`config.mk`:
```
export PLATFORM = sky130hd
export DESIGN_NAME = id_stage_hazard_ctrl_flat
export DESIGN_NICKNAME = d
export VERILOG_FILES = /design/src/rtl/id_stage_hazard_ctrl_if.sv /design/src/rtl/id_stage_hazard_ctrl.sv /design/src/flat_wrapper.sv
export SDC_FILE = /design/constraint.sdc
export NUM_CORES = 1
export LEC_CHECK = 0
export BUFFER_PORTS_ARGS = -buffer_cell sky130_fd_sc_hd__clkbuf_2
export CAP_MARGIN = 20
export CORE_MARGIN = 1
export CORE_UTILIZATION = 30
export CTS_CLUSTER_DIAMETER = 120
export DETAILED_ROUTE_END_ITERATION = 7
export HOLD_SLACK_MARGIN = 0.1
export PLACE_DENSITY = 0.59
export SYNTH_ARGS = -nofsm -noshare
export SYNTH_HDL_FRONTEND = slang
export SYNTH_SLANG_ARGS = --single-unit
```
`constraint.sdc`:
```
create_clock -name clk -period 3.18 [get_ports clk]
set_input_delay 0.636 -clock clk [delete_from_list [all_inputs] [get_ports clk]]
set_output_delay 0.636 -clock clk [all_outputs]
set_load 0.02 [all_outputs]
```
`src/rtl/id_stage_hazard_ctrl_if.sv`:
```
// Decode-stage control bundle: ID/EX hazard inputs and front-end pipeline enables.
// The slave modport is the sequencer's view; master is the pipeline's view.
interface id_stage_hazard_ctrl_if #(
    parameter int REG_W = 5
);
    logic             id_valid;
    logic [REG_W-1:0] id_rs1;
    logic [REG_W-1:0] id_rs2;
    logic             id_uses_rs1;
    logic             id_uses_rs2;
    logic             id_is_div;
    logic             ex_mem_read;
    logic [REG_W-1:0] ex_rd;
    logic             ex_redirect;
    logic             pc_we;
    logic             ifid_we;
    logic             ifid_flush;
    logic             idex_bubble;
    logic             ex_hold;
    logic             div_start;
    logic             busy;

    modport slave (
        input  id_valid, id_rs1, id_rs2, id_uses_rs1, id_uses_rs2, id_is_div,
        input  ex_mem_read, ex_rd, ex_redirect,
        output pc_we, ifid_we, ifid_flush, idex_bubble, ex_hold, div_start, busy
    );

    modport master (
        output id_valid, id_rs1, id_rs2, id_uses_rs1, id_uses_rs2, id_is_div,
        output ex_mem_read, ex_rd, ex_redirect,
        input  pc_we, ifid_we, ifid_flush, idex_bubble, ex_hold, div_start, busy
    );
endinterface

```
`src/rtl/id_stage_hazard_ctrl.sv`:
```
// Stall/flush sequencer at the IF/ID -> ID/EX boundary: load-use stalls, redirect
// squashes and front-end freeze while a fixed-latency divider occupies EX.
module id_stage_hazard_ctrl #(
    parameter int DIV_LATENCY = 32,
    parameter int REG_W       = 5
) (
    input logic                       clk,
    input logic                       rst,
    id_stage_hazard_ctrl_if.slave     ctrl
);
    localparam int CNT_W = $clog2(DIV_LATENCY + 1);

    typedef enum logic [0:0] {
        RUN      = 1'b0,
        DIV_BUSY = 1'b1
    } state_e;

    state_e           state_q, state_d;
    logic [CNT_W-1:0] cnt_q, cnt_d;

    logic [REG_W-1:0] rs1, rs2, exRd;
    logic             hz;
    logic             pcWe, ifidWe, ifidFlush, idexBubble, exHold, divStart, busyOut;

    assign rs1  = ctrl.id_rs1;
    assign rs2  = ctrl.id_rs2;
    assign exRd = ctrl.ex_rd;

    // Load-use: a load in EX writes a register that the instruction in ID reads.
    assign hz = ctrl.id_valid & ctrl.ex_mem_read & (exRd != '0) &
                ((ctrl.id_uses_rs1 & (rs1 == exRd)) | (ctrl.id_uses_rs2 & (rs2 == exRd)));

    always_ff @(posedge clk or posedge rst) begin
        if (rst) begin
            state_q <= RUN;
            cnt_q   <= '0;
        end else begin
            state_q <= state_d;
            cnt_q   <= cnt_d;
        end
    end

    always_comb begin
        state_d    = state_q;
        cnt_d      = cnt_q;
        pcWe       = 1'b0;
        ifidWe     = 1'b0;
        ifidFlush  = 1'b0;
        idexBubble = 1'b0;
        exHold     = 1'b0;
        divStart   = 1'b0;
        busyOut    = 1'b0;

        case (state_q)
            DIV_BUSY: begin
                // EX holds the divide, so redirects and load-use cannot arise here.
                exHold  = 1'b1;
                busyOut = 1'b1;
                if (cnt_q <= CNT_W'(1)) begin
                    state_d = RUN;
                    cnt_d   = '0;
                end else begin
                    cnt_d = cnt_q - CNT_W'(1);
                end
            end
            default: begin
                if (ctrl.ex_redirect) begin
                    pcWe       = 1'b1;
                    ifidWe     = 1'b1;
                    ifidFlush  = 1'b1;
                    idexBubble = 1'b1;
                end else if (hz) begin
                    idexBubble = 1'b1;
                end else if (ctrl.id_valid && ctrl.id_is_div) begin
                    divStart = 1'b1;
                    pcWe     = 1'b1;
                    ifidWe   = 1'b1;
                    state_d  = DIV_BUSY;
                    cnt_d    = CNT_W'(DIV_LATENCY);
                end else begin
                    pcWe   = 1'b1;
                    ifidWe = 1'b1;
                end
            end
        endcase

        // Reset forces a NOP into both pipeline registers and freezes the PC.
        if (rst) begin
            pcWe       = 1'b0;
            ifidWe     = 1'b0;
            ifidFlush  = 1'b1;
            idexBubble = 1'b1;
            exHold     = 1'b0;
            divStart   = 1'b0;
            busyOut    = 1'b0;
        end
    end

    assign ctrl.pc_we       = pcWe;
    assign ctrl.ifid_we     = ifidWe;
    assign ctrl.ifid_flush  = ifidFlush;
    assign ctrl.idex_bubble = idexBubble;
    assign ctrl.ex_hold     = exHold;
    assign ctrl.div_start   = divStart;
    assign ctrl.busy        = busyOut;
endmodule

```
`src/flat_wrapper.sv`:
```
// flat-port wrapper written by rule: the top's interface ports become plain ports
module id_stage_hazard_ctrl_flat 
#(
    parameter int DIV_LATENCY = 32,
    parameter int REG_W       = 5
)
  (clk, rst, ctrl_id_valid, ctrl_id_rs1, ctrl_id_rs2, ctrl_id_uses_rs1, ctrl_id_uses_rs2, ctrl_id_is_div, ctrl_ex_mem_read, ctrl_ex_rd, ctrl_ex_redirect, ctrl_pc_we, ctrl_ifid_we, ctrl_ifid_flush, ctrl_idex_bubble, ctrl_ex_hold, ctrl_div_start, ctrl_busy);
  id_stage_hazard_ctrl_if #(.REG_W(REG_W)) ctrl_i ();
  input logic clk;
  input logic rst;
  input wire logic [$bits(ctrl_i.id_valid)-1:0] ctrl_id_valid;
  input wire logic [$bits(ctrl_i.id_rs1)-1:0] ctrl_id_rs1;
  input wire logic [$bits(ctrl_i.id_rs2)-1:0] ctrl_id_rs2;
  input wire logic [$bits(ctrl_i.id_uses_rs1)-1:0] ctrl_id_uses_rs1;
  input wire logic [$bits(ctrl_i.id_uses_rs2)-1:0] ctrl_id_uses_rs2;
  input wire logic [$bits(ctrl_i.id_is_div)-1:0] ctrl_id_is_div;
  input wire logic [$bits(ctrl_i.ex_mem_read)-1:0] ctrl_ex_mem_read;
  input wire logic [$bits(ctrl_i.ex_rd)-1:0] ctrl_ex_rd;
  input wire logic [$bits(ctrl_i.ex_redirect)-1:0] ctrl_ex_redirect;
  output wire logic [$bits(ctrl_i.pc_we)-1:0] ctrl_pc_we;
  output wire logic [$bits(ctrl_i.ifid_we)-1:0] ctrl_ifid_we;
  output wire logic [$bits(ctrl_i.ifid_flush)-1:0] ctrl_ifid_flush;
  output wire logic [$bits(ctrl_i.idex_bubble)-1:0] ctrl_idex_bubble;
  output wire logic [$bits(ctrl_i.ex_hold)-1:0] ctrl_ex_hold;
  output wire logic [$bits(ctrl_i.div_start)-1:0] ctrl_div_start;
  output wire logic [$bits(ctrl_i.busy)-1:0] ctrl_busy;
  assign ctrl_i.id_valid = ctrl_id_valid;
  assign ctrl_i.id_rs1 = ctrl_id_rs1;
  assign ctrl_i.id_rs2 = ctrl_id_rs2;
  assign ctrl_i.id_uses_rs1 = ctrl_id_uses_rs1;
  assign ctrl_i.id_uses_rs2 = ctrl_id_uses_rs2;
  assign ctrl_i.id_is_div = ctrl_id_is_div;
  assign ctrl_i.ex_mem_read = ctrl_ex_mem_read;
  assign ctrl_i.ex_rd = ctrl_ex_rd;
  assign ctrl_i.ex_redirect = ctrl_ex_redirect;
  assign ctrl_pc_we = ctrl_i.pc_we;
  assign ctrl_ifid_we = ctrl_i.ifid_we;
  assign ctrl_ifid_flush = ctrl_i.ifid_flush;
  assign ctrl_idex_bubble = ctrl_i.idex_bubble;
  assign ctrl_ex_hold = ctrl_i.ex_hold;
  assign ctrl_div_start = ctrl_i.div_start;
  assign ctrl_busy = ctrl_i.busy;
  id_stage_hazard_ctrl #(.DIV_LATENCY(DIV_LATENCY), .REG_W(REG_W)) u_core (.clk(clk), .rst(rst), .ctrl(ctrl_i));
endmodule
```
==> impl_results.md <==
- Outcome: complete, no violations
- Slowest stage delay, CP: 0.47 ns
- FF-to-FF Start: u_core.state_q$_DFF_PP0_
- Count leader, synth: xnor2_1
- Final setup violation count: 0
- Unrepaired setup endpoints after global routing: no
- Largest area contributor in the netlist: dfrtp_1
- Dominant cells by area after synthesis: dfrtp_1 (25%), xnor2_1 (13%), mux2i_1 (4.3%)
- Register area share after synthesis: 25.00%
- Synth Cell Area: 700.7 um^2
- Placed cells: 133
- Initial Utilization: 31.67%
- Share of cells above drive strength 1: 32.11%
- Slowest cell on crit path: o311a_1
- Syn. warnings: 0
- P_leak: 0.4004 nW
- Detailed Route Iter0 Violations: 9
- Slew margin rel.: 55.92%
- First-pass detailed-route iteration total: 4
- Area delta synth->final: 25.00%
- Seq cells post-synth: 7
- Number of setup buffers added after CTS: 0
- Post-synth top area share: 25.00%
- Residual DRC: 0
- Critical Path Fanout Max: 10
- Final global-route overflow total: 0
- Synth Net Count: 105
- H-tree levels: 1
- Post-CTS Resized: 0
- Worst-margin pin slew: 0.6612 ns
- Top cells by count, synth: xnor2_1 (10), dfrtp_1 (7), inv_1 (6)
- Crit path DAT: 2.20 ns
- Slew Viols, Final: 0
- # port buffers: 29
- Setup TNS: 0 ns
- Worst Setup SP: ctrl_ex_rd[1]
- Worst-skew pair later-pin latency: 0.26 ns
- DR vias/cell: 5.197
- Metal2 WL: 794 um
- Final Hold Vio Count: 0
- Crit Path Class: input pin to output pin
- Max Freq: 353.0 MHz
- Vias in the first global route: 672
- Root Driver: clkbuf_4
- Die ar.: 0.002533 mm^2
- Asr flop ratio synth: 100.0%
- Antenna-violating nets left: 0
- Hold Buf Count CTS: 0
- Cell repeated most along the worst path: clkbuf_2
- Clock transition at path regs: 0.05 ns
- Startpoint type of the worst setup path: input pin
- Crit-path cells: clkbuf_2 > or3_1 > o311a_1 > a2111oi_4 > clkbuf_2
- Total global-route track usage: 15.30%
- Synth unique cells: 37
- Fin nets: 135
- CTS buffer count: 3
- DR vias: 712
- Row cnt: 17
- Dpl hpwl: 1323 um
- Worst path buffer plus inverter count: 2
- Max Cap Viol: 0
- First-pass GRT wire length: 2898 um
- Clock Sinks: 7
- Routed wl met3: 102 um
- CP required: 2.54 ns
- Placeable Area: 0.002212 mm^2
- Cell Count, Final, Fillers Out: 137
- Largest net degree at the start of global routing: 13
- CTS tree: built
- CP Capture Type: output pin
- Final Wtd Congestion: 0.7182
- Min-delay worst type: input pin to asynchronous set/reset pin
- Die H: 50.33 um
- Top layer in use: met4
- PD cells: 758.1 mW/mm^2
- Max clock buf depth: 2
- Avg WL per Cell: 12.01 um
- Met1 wire length: 718 um
- Number of synthesized flops with an enable pin: 0
- Syn Area/Cell: 8.758 um^2
- # IOs: 30
- Worst path top cell family by delay: compound AO/OA/AOI/OAI gates
- Antenna violations before repair: 0
- Fillers: 233
- Max VDD drop: 0.2636 mV
- Min cycle time layout: 2.832 ns
- Tcrit/Tclk final: 89.07%
- Die span in x: 50.33 um
- Max Clock Skew: 0.004354 ns
- Main synth FF type: dfrtp_1
- # diodes: 0
- Routed WL: 1646 um
- Synth Instances: 80
per-layer routing:
layer,vias to the layer above,track usage (%)
li1,358,-
met1,323,19.12
met2,27,24.00
met3,4,3.636
met4,0,8.333
met5,-,0
cells by family (layout without fill, tap and decap cells):
group                      Yosys count  count (layout)  share of synthesized area [%]
AOI/OAI and AO/OA                   24              24                          28.75
xor gates and xnor gates            10              10                          12.50
and+or+nand+nor                     23              23                          17.68
adders and majority gates            2               2                          3.571
DFF                                  7               7                          25.00
buffers and inverters               11              40                          8.212
muxes                                3               3                          4.286
power breakdown:
group          leakage [nW]  switching, mW  internal (mW)
Sequential           0.0854         0.0739          0.134
Clock                0.0150         0.0339         0.0479
Combinational         0.300          0.198          0.177
cell usage in the layout (no fill, tap or decap), types with 2 or more instances in the layout:
cell type,count
clkbuf_2,29
a41o_1,2
o21ai_1,4
nor3_1,3
nor2_1,5
inv_1,6
nand3_1,2
a22oi_1,3
nand4_1,2
ha_1,2
dfrtp_1,7
nand2_1,4
a21oi_1,2
clkbuf_4,3
a31oi_1,2
xnor2_1,10
mux2i_1,3
state kept, by name (all words and copies together) (netlist names):
register and flops:
u_core.state_q 1, u_core.cnt_q 6
final timing paths:
check | endpoint | slack, ns | cells past startpoint
setup / recovery | ctrl_div_start | 0.35 | 5
hold / removal | u_core.cnt_q[5]$_DFFE_PP0P_ | 0.36 | 2
setup reg to reg | u_core.cnt_q[5]$_DFFE_PP0P_ | 1.45 | 4
hold reg to reg | u_core.cnt_q[4]$_DFFE_PP0P_ | 0.60 | 1
max in group asynchronous | u_core.cnt_q[2]$_DFFE_PP0P_ | 2.59 | 2
min in group clk | u_core.cnt_q[4]$_DFFE_PP0P_ | 0.60 | 1
area by class of cell:
type | instances | area, um^2 | area share (%)
sequential | 7 | 175.2 | 20.00
timing repair buffer | 29 | 145.1 | 16.57
clock buffer | 4 | 26.28 | 3.000
tap | 28 | 35.03 | 4.000
multi-input combinational | 62 | 467.9 | 53.43
inverter | 7 | 26.28 | 3.000
worst register-to-register path, stage by stage (launching register included):
cell     delay [ns]
dfrtp_1        0.64
or3b_1         0.40
nor4b_1        0.37
nor2_1         0.08
a31oi_1        0.17
metrics by stage:
stage               area [um^2]  setup WS [ns]  util (%)  hold slack, ns  power, mW
detailed placement        849.6         0.3588     38.41          0.5909     0.5803
finish                    875.8         0.3475     39.59          0.3611     0.6640
floorplan                 700.7         0.1723         -          0.4462     0.4965
global route              875.8         0.2739     39.59          0.3938     0.7307
global placement          849.6         0.3873     38.41          0.5851     0.5810
CTS                       875.8         0.3544     39.59          0.3744     0.6669
Power figures use the tool's default switching activity.
